==> config.mk <==
export PLATFORM = sky130hd
export DESIGN_NAME = cpl_tlp_arbiter_flat
export DESIGN_NICKNAME = d
export VERILOG_FILES = /design/src/rtl/cpl_tlp_arbiter_pkg.sv /design/src/rtl/cpl_tlp_arbiter_if.sv /design/src/rtl/cpl_tlp_arbiter_rr.sv /design/src/rtl/cpl_tlp_arbiter.sv /design/src/flat_wrapper.sv
export SDC_FILE = /design/constraint.sdc
export NUM_CORES = 1
export LEC_CHECK = 0
export ABC_AREA = 1
export CAP_MARGIN = 15
export CORE_AREA = 3 3 474 476
export DETAILED_ROUTE_END_ITERATION = 12
export DIE_AREA = 0 0 477 479
export PLACE_DENSITY = 0.31
export SLEW_MARGIN = 10
export SYNTH_ARGS = -nofsm -noshare
export SYNTH_HDL_FRONTEND = slang
export SYNTH_SLANG_ARGS = --single-unit
==> constraint.sdc <==
create_clock -name clk -period 15.81 [get_ports clk]
set_input_delay 3.162 -clock clk [delete_from_list [all_inputs] [get_ports clk]]
set_output_delay 3.162 -clock clk [all_outputs]
set_load 0.1 [all_outputs]
==> src/rtl/cpl_tlp_arbiter_pkg.sv <==
// Shared types and widths for the completion TLP arbiter slice.
`ifndef TLP_DATA_WIDTH
`define TLP_DATA_WIDTH 256
`endif
`ifndef TLP_STRB_WIDTH
`define TLP_STRB_WIDTH 8
`endif
`ifndef TLP_HDR_WIDTH
`define TLP_HDR_WIDTH 128
`endif

package pcie_cpl_pkg;
  typedef enum logic [0:0] {
    ST_IDLE = 1'b0,
    ST_LOCK = 1'b1
  } arb_state_e;

  localparam int PKT_CNT_W  = 16;
  localparam int TLP_DATA_W = `TLP_DATA_WIDTH;
  localparam int TLP_STRB_W = `TLP_STRB_WIDTH;
  localparam int TLP_HDR_W  = `TLP_HDR_WIDTH;
endpackage

==> src/rtl/cpl_tlp_arbiter_if.sv <==
// Completion TLP stream bundle; LANES > 1 packs one lane per source at slice i.
interface cpl_tlp_if
  import pcie_cpl_pkg::*;
#(
  parameter int LANES      = 1,
  parameter int DATA_WIDTH = TLP_DATA_W,
  parameter int STRB_WIDTH = TLP_STRB_W,
  parameter int HDR_WIDTH  = TLP_HDR_W
);
  logic [LANES*DATA_WIDTH-1:0] data;
  logic [LANES*STRB_WIDTH-1:0] strb;
  logic [LANES*HDR_WIDTH-1:0]  hdr;
  logic [LANES-1:0]            valid;
  logic [LANES-1:0]            sop;
  logic [LANES-1:0]            eop;
  logic [LANES-1:0]            ready;

  modport master (output data, strb, hdr, valid, sop, eop, input ready);
  modport slave  (input data, strb, hdr, valid, sop, eop, output ready);
endinterface

==> src/rtl/cpl_tlp_arbiter_rr.sv <==
// Combinational round-robin pick: first requester strictly after last_grant, wrapping.
module rr_arbiter #(
  parameter int PORTS = 2,
  localparam int SEL_W = $clog2(PORTS)
) (
  input  logic [PORTS-1:0] req,
  input  logic [SEL_W-1:0] last_grant,
  output logic [SEL_W-1:0] grant,
  output logic             any_grant
);
  logic [SEL_W-1:0] idx;

  // Scan from the farthest offset down so the nearest requester is written last.
  always_comb begin
    grant     = '0;
    any_grant = 1'b0;
    idx       = '0;
    for (int i = PORTS; i >= 1; i--) begin
      idx = SEL_W'((int'(last_grant) + i) % PORTS);
      if (req[idx]) begin
        grant     = idx;
        any_grant = 1'b1;
      end
    end
  end
endmodule

==> src/rtl/cpl_tlp_arbiter.sv <==
// Packet-atomic round-robin mux of completion TLP sources onto one registered tx channel.
module cpl_tlp_arbiter
  import pcie_cpl_pkg::*;
#(
  parameter int PORTS      = 2,
  parameter int DATA_WIDTH = TLP_DATA_W,
  parameter int STRB_WIDTH = TLP_STRB_W,
  parameter int HDR_WIDTH  = TLP_HDR_W,
  localparam int SEL_W     = $clog2(PORTS)
) (
  input  logic                 clk,
  input  logic                 rst,
  cpl_tlp_if.slave             in_cpl_tlp,
  cpl_tlp_if.master            tx_cpl_tlp,
  output logic [SEL_W-1:0]     grant_sel,
  output logic                 busy,
  output logic                 proto_err,
  output logic [PKT_CNT_W-1:0] pkt_count
);
  localparam logic [0:0] IDLE = 1'(ST_IDLE);
  localparam logic [0:0] LOCK = 1'(ST_LOCK);

  logic [DATA_WIDTH-1:0] data_arr [PORTS];
  logic [STRB_WIDTH-1:0] strb_arr [PORTS];
  logic [HDR_WIDTH-1:0]  hdr_arr  [PORTS];

  for (genvar p = 0; p < PORTS; p++) begin : g_unpack
    assign data_arr[p] = in_cpl_tlp.data[p*DATA_WIDTH +: DATA_WIDTH];
    assign strb_arr[p] = in_cpl_tlp.strb[p*STRB_WIDTH +: STRB_WIDTH];
    assign hdr_arr[p]  = in_cpl_tlp.hdr[p*HDR_WIDTH +: HDR_WIDTH];
  end

  logic [0:0]            state_p0;
  logic [SEL_W-1:0]      last_grant_p0;
  logic                  first_beat_p0;
  logic [DATA_WIDTH-1:0] data_p1;
  logic [STRB_WIDTH-1:0] strb_p1;
  logic [HDR_WIDTH-1:0]  hdr_p1;
  logic                  vld_p1, sop_p1, eop_p1;
  logic [PKT_CNT_W-1:0]  pkt_cnt_p1;

  logic [PORTS-1:0] eligible, stray, ready_c;
  logic [SEL_W-1:0] arb_grant;
  logic             arb_any, stage_ready, accept, perr_c;

  assign eligible    = in_cpl_tlp.valid & in_cpl_tlp.sop;
  assign stray       = in_cpl_tlp.valid & ~in_cpl_tlp.sop;
  assign stage_ready = !vld_p1 || tx_cpl_tlp.ready;

  rr_arbiter #(.PORTS(PORTS)) u_rr (
    .req        (eligible),
    .last_grant (last_grant_p0),
    .grant      (arb_grant),
    .any_grant  (arb_any)
  );

  // Headless beats in IDLE are swallowed so a broken source cannot wedge the channel.
  always_comb begin
    ready_c = '0;
    accept  = 1'b0;
    perr_c  = 1'b0;
    if (state_p0 == IDLE) begin
      ready_c = stray;
      perr_c  = |stray;
    end else begin
      ready_c[grant_sel] = stage_ready;
      accept = in_cpl_tlp.valid[grant_sel] & stage_ready;
      perr_c = accept & in_cpl_tlp.sop[grant_sel] & !first_beat_p0;
    end
  end

  assign in_cpl_tlp.ready = rst ? '0 : ready_c;
  assign proto_err        = !rst && perr_c;
  assign busy             = (state_p0 == LOCK);
  assign pkt_count        = pkt_cnt_p1;

  always_ff @(posedge clk or posedge rst) begin
    if (rst) begin
      state_p0      <= IDLE;
      last_grant_p0 <= SEL_W'(PORTS - 1);
      grant_sel     <= '0;
      first_beat_p0 <= 1'b0;
      data_p1       <= '0;
      strb_p1       <= '0;
      hdr_p1        <= '0;
      vld_p1        <= 1'b0;
      sop_p1        <= 1'b0;
      eop_p1        <= 1'b0;
      pkt_cnt_p1    <= '0;
    end else begin
      // p0 -> p1: accepted beat lands in the output register.
      if (accept) begin
        data_p1 <= data_arr[grant_sel];
        strb_p1 <= strb_arr[grant_sel];
        hdr_p1  <= hdr_arr[grant_sel];
        sop_p1  <= in_cpl_tlp.sop[grant_sel];
        eop_p1  <= in_cpl_tlp.eop[grant_sel];
        vld_p1  <= 1'b1;
      end else if (tx_cpl_tlp.ready) begin
        vld_p1  <= 1'b0;
      end

      if (vld_p1 && tx_cpl_tlp.ready && eop_p1)
        pkt_cnt_p1 <= pkt_cnt_p1 + PKT_CNT_W'(1);

      case (state_p0)
        IDLE: begin
          if (arb_any) begin
            grant_sel     <= arb_grant;
            first_beat_p0 <= 1'b1;
            state_p0      <= LOCK;
          end
        end
        default: begin
          if (accept) begin
            first_beat_p0 <= 1'b0;
            if (in_cpl_tlp.eop[grant_sel]) begin
              last_grant_p0 <= grant_sel;
              state_p0      <= IDLE;
            end
          end
        end
      endcase
    end
  end

  assign tx_cpl_tlp.data  = data_p1;
  assign tx_cpl_tlp.strb  = strb_p1;
  assign tx_cpl_tlp.hdr   = hdr_p1;
  assign tx_cpl_tlp.valid = vld_p1;
  assign tx_cpl_tlp.sop   = sop_p1;
  assign tx_cpl_tlp.eop   = eop_p1;
endmodule

==> src/flat_wrapper.sv <==
// flat-port wrapper written by rule: the top's interface ports become plain ports
module cpl_tlp_arbiter_flat import pcie_cpl_pkg::*;
#(
  parameter int PORTS      = 2,
  parameter int DATA_WIDTH = TLP_DATA_W,
  parameter int STRB_WIDTH = TLP_STRB_W,
  parameter int HDR_WIDTH  = TLP_HDR_W,
  localparam int SEL_W     = $clog2(PORTS)
)
  (clk, rst, grant_sel, busy, proto_err, pkt_count, in_cpl_tlp_data, in_cpl_tlp_strb, in_cpl_tlp_hdr, in_cpl_tlp_valid, in_cpl_tlp_sop, in_cpl_tlp_eop, in_cpl_tlp_ready, tx_cpl_tlp_data, tx_cpl_tlp_strb, tx_cpl_tlp_hdr, tx_cpl_tlp_valid, tx_cpl_tlp_sop, tx_cpl_tlp_eop, tx_cpl_tlp_ready);
  cpl_tlp_if #(.LANES(PORTS), .DATA_WIDTH(DATA_WIDTH), .STRB_WIDTH(STRB_WIDTH), .HDR_WIDTH(HDR_WIDTH)) in_cpl_tlp_i ();
  cpl_tlp_if #(.LANES(1), .DATA_WIDTH(DATA_WIDTH), .STRB_WIDTH(STRB_WIDTH), .HDR_WIDTH(HDR_WIDTH)) tx_cpl_tlp_i ();
  input  logic clk;
  input  logic rst;
  output logic [SEL_W-1:0] grant_sel;
  output logic busy;
  output logic proto_err;
  output logic [PKT_CNT_W-1:0] pkt_count;
  input wire logic [$bits(in_cpl_tlp_i.data)-1:0] in_cpl_tlp_data;
  input wire logic [$bits(in_cpl_tlp_i.strb)-1:0] in_cpl_tlp_strb;
  input wire logic [$bits(in_cpl_tlp_i.hdr)-1:0] in_cpl_tlp_hdr;
  input wire logic [$bits(in_cpl_tlp_i.valid)-1:0] in_cpl_tlp_valid;
  input wire logic [$bits(in_cpl_tlp_i.sop)-1:0] in_cpl_tlp_sop;
  input wire logic [$bits(in_cpl_tlp_i.eop)-1:0] in_cpl_tlp_eop;
  output wire logic [$bits(in_cpl_tlp_i.ready)-1:0] in_cpl_tlp_ready;
  output wire logic [$bits(tx_cpl_tlp_i.data)-1:0] tx_cpl_tlp_data;
  output wire logic [$bits(tx_cpl_tlp_i.strb)-1:0] tx_cpl_tlp_strb;
  output wire logic [$bits(tx_cpl_tlp_i.hdr)-1:0] tx_cpl_tlp_hdr;
  output wire logic [$bits(tx_cpl_tlp_i.valid)-1:0] tx_cpl_tlp_valid;
  output wire logic [$bits(tx_cpl_tlp_i.sop)-1:0] tx_cpl_tlp_sop;
  output wire logic [$bits(tx_cpl_tlp_i.eop)-1:0] tx_cpl_tlp_eop;
  input wire logic [$bits(tx_cpl_tlp_i.ready)-1:0] tx_cpl_tlp_ready;
  assign in_cpl_tlp_i.data = in_cpl_tlp_data;
  assign in_cpl_tlp_i.strb = in_cpl_tlp_strb;
  assign in_cpl_tlp_i.hdr = in_cpl_tlp_hdr;
  assign in_cpl_tlp_i.valid = in_cpl_tlp_valid;
  assign in_cpl_tlp_i.sop = in_cpl_tlp_sop;
  assign in_cpl_tlp_i.eop = in_cpl_tlp_eop;
  assign in_cpl_tlp_ready = in_cpl_tlp_i.ready;
  assign tx_cpl_tlp_data = tx_cpl_tlp_i.data;
  assign tx_cpl_tlp_strb = tx_cpl_tlp_i.strb;
  assign tx_cpl_tlp_hdr = tx_cpl_tlp_i.hdr;
  assign tx_cpl_tlp_valid = tx_cpl_tlp_i.valid;
  assign tx_cpl_tlp_sop = tx_cpl_tlp_i.sop;
  assign tx_cpl_tlp_eop = tx_cpl_tlp_i.eop;
  assign tx_cpl_tlp_i.ready = tx_cpl_tlp_ready;
  cpl_tlp_arbiter #(.PORTS(PORTS), .DATA_WIDTH(DATA_WIDTH), .STRB_WIDTH(STRB_WIDTH), .HDR_WIDTH(HDR_WIDTH)) u_core (.clk(clk), .rst(rst), .in_cpl_tlp(in_cpl_tlp_i), .tx_cpl_tlp(tx_cpl_tlp_i), .grant_sel(grant_sel), .busy(busy), .proto_err(proto_err), .pkt_count(pkt_count));
endmodule
==> Yosys cells after proc, flatten, opt, wreduce, memory -nomap -nowiden <==
Index checks and enable logic that the tools add are counted.
{ "op_classes": {"reduce_logical": 14, "n_lt_le_gt_ge": 5, "muxes": 38, "n_bitwise": 9, "n_eq_ne": 1, "n_addsub": 3} }
{ "op_table": {"columns": ["operator", "n"], "rows": [
  ["256-bit two-way mux", 3],
  ["128-bit two-way mux", 3],
  ["1-bit two-way mux", 26],
  ["8-bit two-way mux", 3],
  ["16-bit by 1-bit adder with 16-bit output (second input constant)", 1],
  ["2-bit bitwise AND", 3],
  ["1-bit by 2-bit < comparator with 1-bit output (second input constant)", 3],
  ["1-bit logical AND", 4],
  ["2-bit two-way mux", 2],
  ["2-bit AND reduction", 2],
  ["2-bit nonzero test", 2],
  ["1-bit bitwise AND", 3],
  ["1-bit logical NOT", 3],
  ["3-bit AND reduction", 1],
  ["1-bit adder (second input constant)", 2],
  ["2-bit >= comparator (second input constant)", 1],
  ["2-bit != test (second input constant)", 1],
  ["1-bit NOT with 2-bit output", 1],
  ["2-bit NOT", 1],
  ["2-bit OR reduction", 1],
  ["1-bit demux with 1-bit select", 1],
  ["1-bit >= comparator (second input constant)", 1],
  ["1-bit logical OR", 1],
  ["1-bit NOT", 1]
]} }
{ "word_totals": {"output_inout_bits": 416, "reg_bits": 415, "input_bits": 793} }

==> Longest topological paths before layout <==
Gate-level depths: netlist of run 1.
{ "depth": {"ltp_word": 7, "ltp_mapped": 9, "depth_no_buf": 8} }

==> Modules after synthesis <==
Synthesis of run 1 repeated with hierarchy kept, for this count alone.
{ "unflattened": {"hier_cells": 3082, "area_unflattened_um2": 20641.0} }
{ "modules_own_cells": {"columns": ["module", "instances", "cells_per_inst", "area_each_um2", "seq_area_each_um2"], "rows": [
  ["cpl_tlp_arbiter", 1, 3079, 20626.0, 10386.2],
  ["rr_arbiter", 1, 3, 15.0, 0.0]
]} }

==> Least setup slack after synthesis of run 1 <==
OpenSTA, ideal clock, no wires.
{ "synth_path": {"kind": "input-to-output", "start": "input port rst", "end": "output port proto_err", "arrival_time_ns": 13.689, "slack_ns": -1.041, "t_required_ns": 12.648, "cell_stages": 3, "cell_sequence": "inv_1 nand2_1 a21oi_1"} }
{ "synth_between": {"elab_chain_len": 2} }
{ "synth_lines": {"columns": ["item", "line", "rtl"], "rows": [
  ["from (decl)", "flat_wrapper.sv:14", "input logic rst;"],
  ["1-bit logical NOT", "cpl_tlp_arbiter.sv:73", "assign proto_err = !rst && perr_c;"],
  ["1-bit logical AND", "cpl_tlp_arbiter.sv:73", null],
  ["to (decl)", "flat_wrapper.sv:17", "output logic proto_err;"]
]} }
Every way passes these cells.

==> Worst setup path after layout of run 1 <==
Same ends and word-level chain as after synthesis.

==> results of run 1 <==
[kinds of logic (layout without fill, tap and decap cells)]
| kind of cell | Yosys count | count (layout) | synth area share, % |
|---|---|---|---|
| adder cells (fa/ha/maj) | 1 | 1 | 0.0651 |
| buffers and inverters | 196 | 1354 | 4.90 |
| flip-flops | 415 | 415 | 54.1 |
| AND/OR/NAND/NOR | 1260 | 1260 | 24.8 |
| AO/OA/AOI/OAI | 403 | 403 | 15.6 |
| XOR/XNOR | 11 | 11 | 0.502 |
| other | 0 | 13 | 0 |
[flip-flops by register name (all words and copies together) (netlist names)]
name and cells:
u_core.tx_cpl_tlp.data 256, u_core.tx_cpl_tlp.hdr 128, u_core.pkt_count 16, u_core.tx_cpl_tlp.strb 8
u_core.busy 1, u_core.first_beat_p0 1, u_core.grant_sel 1, u_core.last_grant_p0 1
u_core.tx_cpl_tlp.eop 1, u_core.tx_cpl_tlp.sop 1, u_core.tx_cpl_tlp.valid 1
[Yosys cell counts, types with 5 or more instances]
cell / count
nor2_1: 800
nand2_1: 441
dfrtp_1: 414
o31ai_1: 392
clkbuf_1: 79
buf_2: 50
buf_4: 30
inv_1: 19
buf_1: 12
nand3_1: 8
xor2_1: 6
a21oi_1: 5
xnor2_1: 5
[worst min-delay path by stage]
stage	startpoint	cells past startpoint	slack [ns]	endpoint
2_1_floorplan	u_core.last_grant_p0	2	0.45	u_core.last_grant_p0
3_3_place_gp	u_core.tx_cpl_tlp.hdr[72]	2	0.46	u_core.tx_cpl_tlp.hdr[72]
3_5_place_dp	u_core.tx_cpl_tlp.data[145]	2	0.47	u_core.tx_cpl_tlp.data[145]
4_1_cts	u_core.tx_cpl_tlp.data[123]	2	0.48	u_core.tx_cpl_tlp.data[123]
5_1_grt	u_core.tx_cpl_tlp.hdr[79]	2	0.50	u_core.tx_cpl_tlp.hdr[79]
6_report	u_core.tx_cpl_tlp.data[52]	2	0.48	u_core.tx_cpl_tlp.data[52]
[metal layers]
metal | vias to the layer above | routed length, um | track usage (%)
met1 | 9777 | 56500 | 13.6
met5 | - | 183 | 0
li1 | 9897 | - | -
met3 | 117 | 14900 | 5.62
met4 | 30 | 2340 | 2.31
met2 | 877 | 68800 | 20.6
[layout make-up]
class	count	area (sq um)	area share, %
diodes	13	32.5	0.0899
clock buffers	91	1770	4.89
clock inverters	8	141	0.391
inverters	21	90.1	0.249
multi-input cells	1675	7890	21.8
flip-flops and latches	415	10400	28.7
well taps	2975	3720	10.3
repair buffers	1234	12200	33.6
[worst max-delay path, cell delays in order]
cell	delay, ns
clkdlybuf4s50_1	0.52
clkinvlp_4	0.14
buf_12	0.52
nand2_1	0.11
a21oi_1	0.18
clkdlybuf4s50_1	1.18
[through the flow]
stage	utilization, %	setup WS, ns	hold slack (ns)	instance area [sq um]	instances
floorplan	-	2.76	0.450	19200	2286
global placement	15.5	6.70	0.464	34200	6320
finish	16.3	6.82	0.478	36200	6432
detailed placement	15.5	6.76	0.468	34200	6320
CTS	16.3	6.74	0.482	36200	6419
global route	16.3	6.68	0.497	36200	6425
==> run metrics, run 1 <==
status completed; Netlist cell types 24; Routed WL 143 mm; P&R area growth vs syn 88.4%; Net count, final 4,202; drt initial violations 1,031; sequential element share of the synthesized area 54.1%; H-tree Lvls 2; first-pass GRT wire length 192 mm; Least-Margin Pin Slew 1.17 ns; CTS Buffer Depth 3; YS warnings 0; largest net degree at the start of global routing 178; share of the synthesized area in the top cell type 53.9%; DIE AREA 228,000 sq um; final hold vios 0; share of post-route cells with drive strength above 1 5.02%; Net Count, Synth 3,080; post-DR vias/cell 3.22; Core ar. 221,000 sq um; period utilization 56.9%; Crit. End Element primary output; TritonRoute pass-1 iters 5; CP Class input port to primary output; CP endpoint proto_err; worst path required time 12.65 ns; GR Overflow Total 0; CP Max Fanout 122; reg2reg path depth 9; Post-Syn Area 19,200 sq um; Die Height 479 um; WL per Instance 22.2 um; all-layer global routing usage 12.0%; Initial Util 8.67%; most frequent cells in the layout clkdlybuf4s50_1, nor2_1, nand2_1; Post-synth EDFFs 0; max-slew violations 0; vias in the first global route 21,660; final clock skew 0.0188 ns; RePlAce Congestion 0.862; TritonCTS Buffers 61; Post-synth ARST share 100%; upper clock frequency limit 111 MHz; Tmin final 8.99 ns; die width 477 um; root buffer cell clkbuf_16; Synth area leader dfrtp_1; RSZ-0062 raised after global routing no; reg2reg setup slack 11.04 ns; post_cts resized 0; I/O Buffers 1,208; clk_lat worst skew 0.68 ns; postcts setup bufs 0; cts hold-fix bufs 0; Post-Syn Instances 2,286; most common cell after layout, fill and taps aside clkdlybuf4s50_1; initial antenna violation count 30; #FFs+latches synth 415; worst r2r dst u_core.tx_cpl_tlp.hdr[97]; endpoints failing setup 0; cell row count 173; Critical path origin rst; io pins 1,209; ys flop type dfrtp_1; max-cap violation count 0; total clock sinks 415; Mean Syn Cell Area 8.40 sq um; Fin Setup TNS 0 ns; Residual DRC 0; worst hold path class flip-flop to flip-flop; CTS tree built; Worst setup SP type input port; Reg-to-Reg Start u_core.grant_sel; ranking of synthesized cells by area dfrtp_1, nor2_1, o31ai_1, nand2_1, clkbuf_1; clock slew at reported path FFs 0.06 ns; vias post-DR 20,698; Slew HR 22.0%; hpwl dp 113 mm; fill cell count 25,250; post-route ant nets 0; Worst EP arrival 5.83 ns
Power of run 1 is left out: the tool's default activity adds up to more than one toggle a clock period on the data nets, which glitch-free logic cannot reach.
==> inputs of run 2 (changes only) <==
- clock period: 15.81 -> 7.4 ns (I/O delays scaled with it)
==> run 2 against run 1 <==
Critical path depth did not move. Worst setup slack got worse by 4.8 ns. Hold slack lost 0.0042 ns. Wire length grew 0.26%. First-iteration DRC count decreased by 2.1%. Core utilization rose by 0.13 points. Die area unchanged.
==> run metrics, run 2 (synthesized netlist as in run 1, its figures left out) <==
status completed; total clock sinks 415; CTS Buffer Depth 3; Worst EP arrival 3.89 ns; Buf+Inv Stages, Crit Path 3; root buffer cell clkbuf_16; post-DR vias/cell 3.25; all-layer global routing usage 12.0%; Worst setup SP type input port; TritonRoute pass-1 iters 6; io pins 1,209; Least-Margin Pin Slew 1.25 ns; vias in the first global route 21,776; period utilization 72.6%; CP max stage cell clkdlybuf4s50_1; WL per Instance 22.2 um; share of post-route cells with drive strength above 1 5.78%; Die Height 479 um; max-slew violations 0; clock slew at reported path FFs 0.06 ns; worst slack, placed 2.08 ns; GR Overflow Total 0; Tmin final 5.37 ns; family with the most delay on the worst path buffers and inverters; critical-path cell list clkdlybuf4s50_1 -> inv_1 -> o21ai_0 -> nand4_1 -> a21oi_2 -> clkdlybuf4s50_1; RSZ-0062 raised after global routing no; Slew HR 16.1%; Core ar. 221,000 sq um; clk_lat worst skew 0.69 ns; final clock skew 0.0241 ns; worst path required time 5.92 ns; Crit. End Element primary output; CP Class input port to primary output; CTS tree built; I/O Buffers 1,208; postcts setup bufs 0; die width 477 um; max FFs per register 256; initial antenna violation count 33; H-tree Lvls 2; most used cell, CP clkdlybuf4s50_1; cell row count 173; upper clock frequency limit 186 MHz; final setup margin 2.03 ns; post-route ant nets 0; largest net degree at the start of global routing 129; post_cts resized 0; CP Max Fanout 2; first-pass GRT wire length 193 mm; DIE AREA 228,000 sq um; RePlAce Congestion 0.827; P&R area growth vs syn 90.0%; maximum cell stage delay along the critical path 1.18 ns; final hold vios 0; TritonCTS Buffers 60; max-cap violation count 0; Net count, final 4,207; drt initial violations 1,009; worst hold path class flip-flop to flip-flop; hpwl dp 113 mm; Routed WL 143 mm; Initial Util 8.67%; endpoints failing setup 0; most frequent cells in the layout clkdlybuf4s50_1, nor2_1, nand2_1; most common cell after layout, fill and taps aside clkdlybuf4s50_1; Residual DRC 0; vias post-DR 20,965; cts hold-fix bufs 0
-- run 2: changes by cell type in the layout (fill, tap and decap cells not counted), sizes merged --
cell           before   now
clkbuf             93   105
clkinv              4    10
diode              13     8
buf                83    80
bufinv              3     6
clkdlybuf4s50    1149  1148
clkinvlp            1     2
inv                21    22
-- run 2: path summary, 6_finish.rpt --
check | start | to | slack (ns) | depth (start not counted)
max | in_cpl_tlp_sop[0] | proto_err | 2.03 | 6
min reg2reg | u_core.last_grant_p0 | u_core.last_grant_p0 | 0.47 | 2
max reg2reg | u_core.grant_sel | u_core.tx_cpl_tlp.data[178] | 3.42 | 6
min | u_core.last_grant_p0 | u_core.last_grant_p0 | 0.47 | 2
max in group asynchronous | rst | u_core.tx_cpl_tlp.hdr[122] | 3.79 | 5
min in group asynchronous | rst | u_core.tx_cpl_tlp.hdr[87] | 1.56 | 3
-- run 2: worst min-delay path, delay by kind of cell, from the launching register on --
kind	cells	cell delay, ns
simple gates	1	0.05
flops	1	0.36
compound gates	1	0.05
-- run 2: metal layers --
metal  up-vias  track usage, %  wire length, um
li1       9914               -                -
met1      9984            13.4            56000
met2       894            20.9            70100
met3       131            5.50            14400
met4        42            2.21             2340
met5         -               0              278
-- run 2: metrics by stage --
stage,utilization (%),instances,hold WS [ns],setup TNS (ns),area (sq um)
floorplan,-,2286,0.450,-2.12,19200
global placement,15.5,6326,0.463,0,34300
detailed placement,15.5,6326,0.468,0,34300
CTS,16.5,6438,0.478,0,36500
global route,16.5,6441,0.499,0,36500
finish,16.5,6446,0.474,0,36500
-- run 2: cell type report --
class | count | area (sq um)
inverters | 21 | 90.1
clock inverters | 19 | 278
flip-flops and latches | 415 | 10400
multi-input cells | 1675 | 7890
well taps | 2975 | 3720
fillers | 25205 | 185000
clock buffers | 93 | 1850
diodes | 8 | 20.0
repair buffers | 1240 | 12200
Power of run 2 is left out for the same reason.
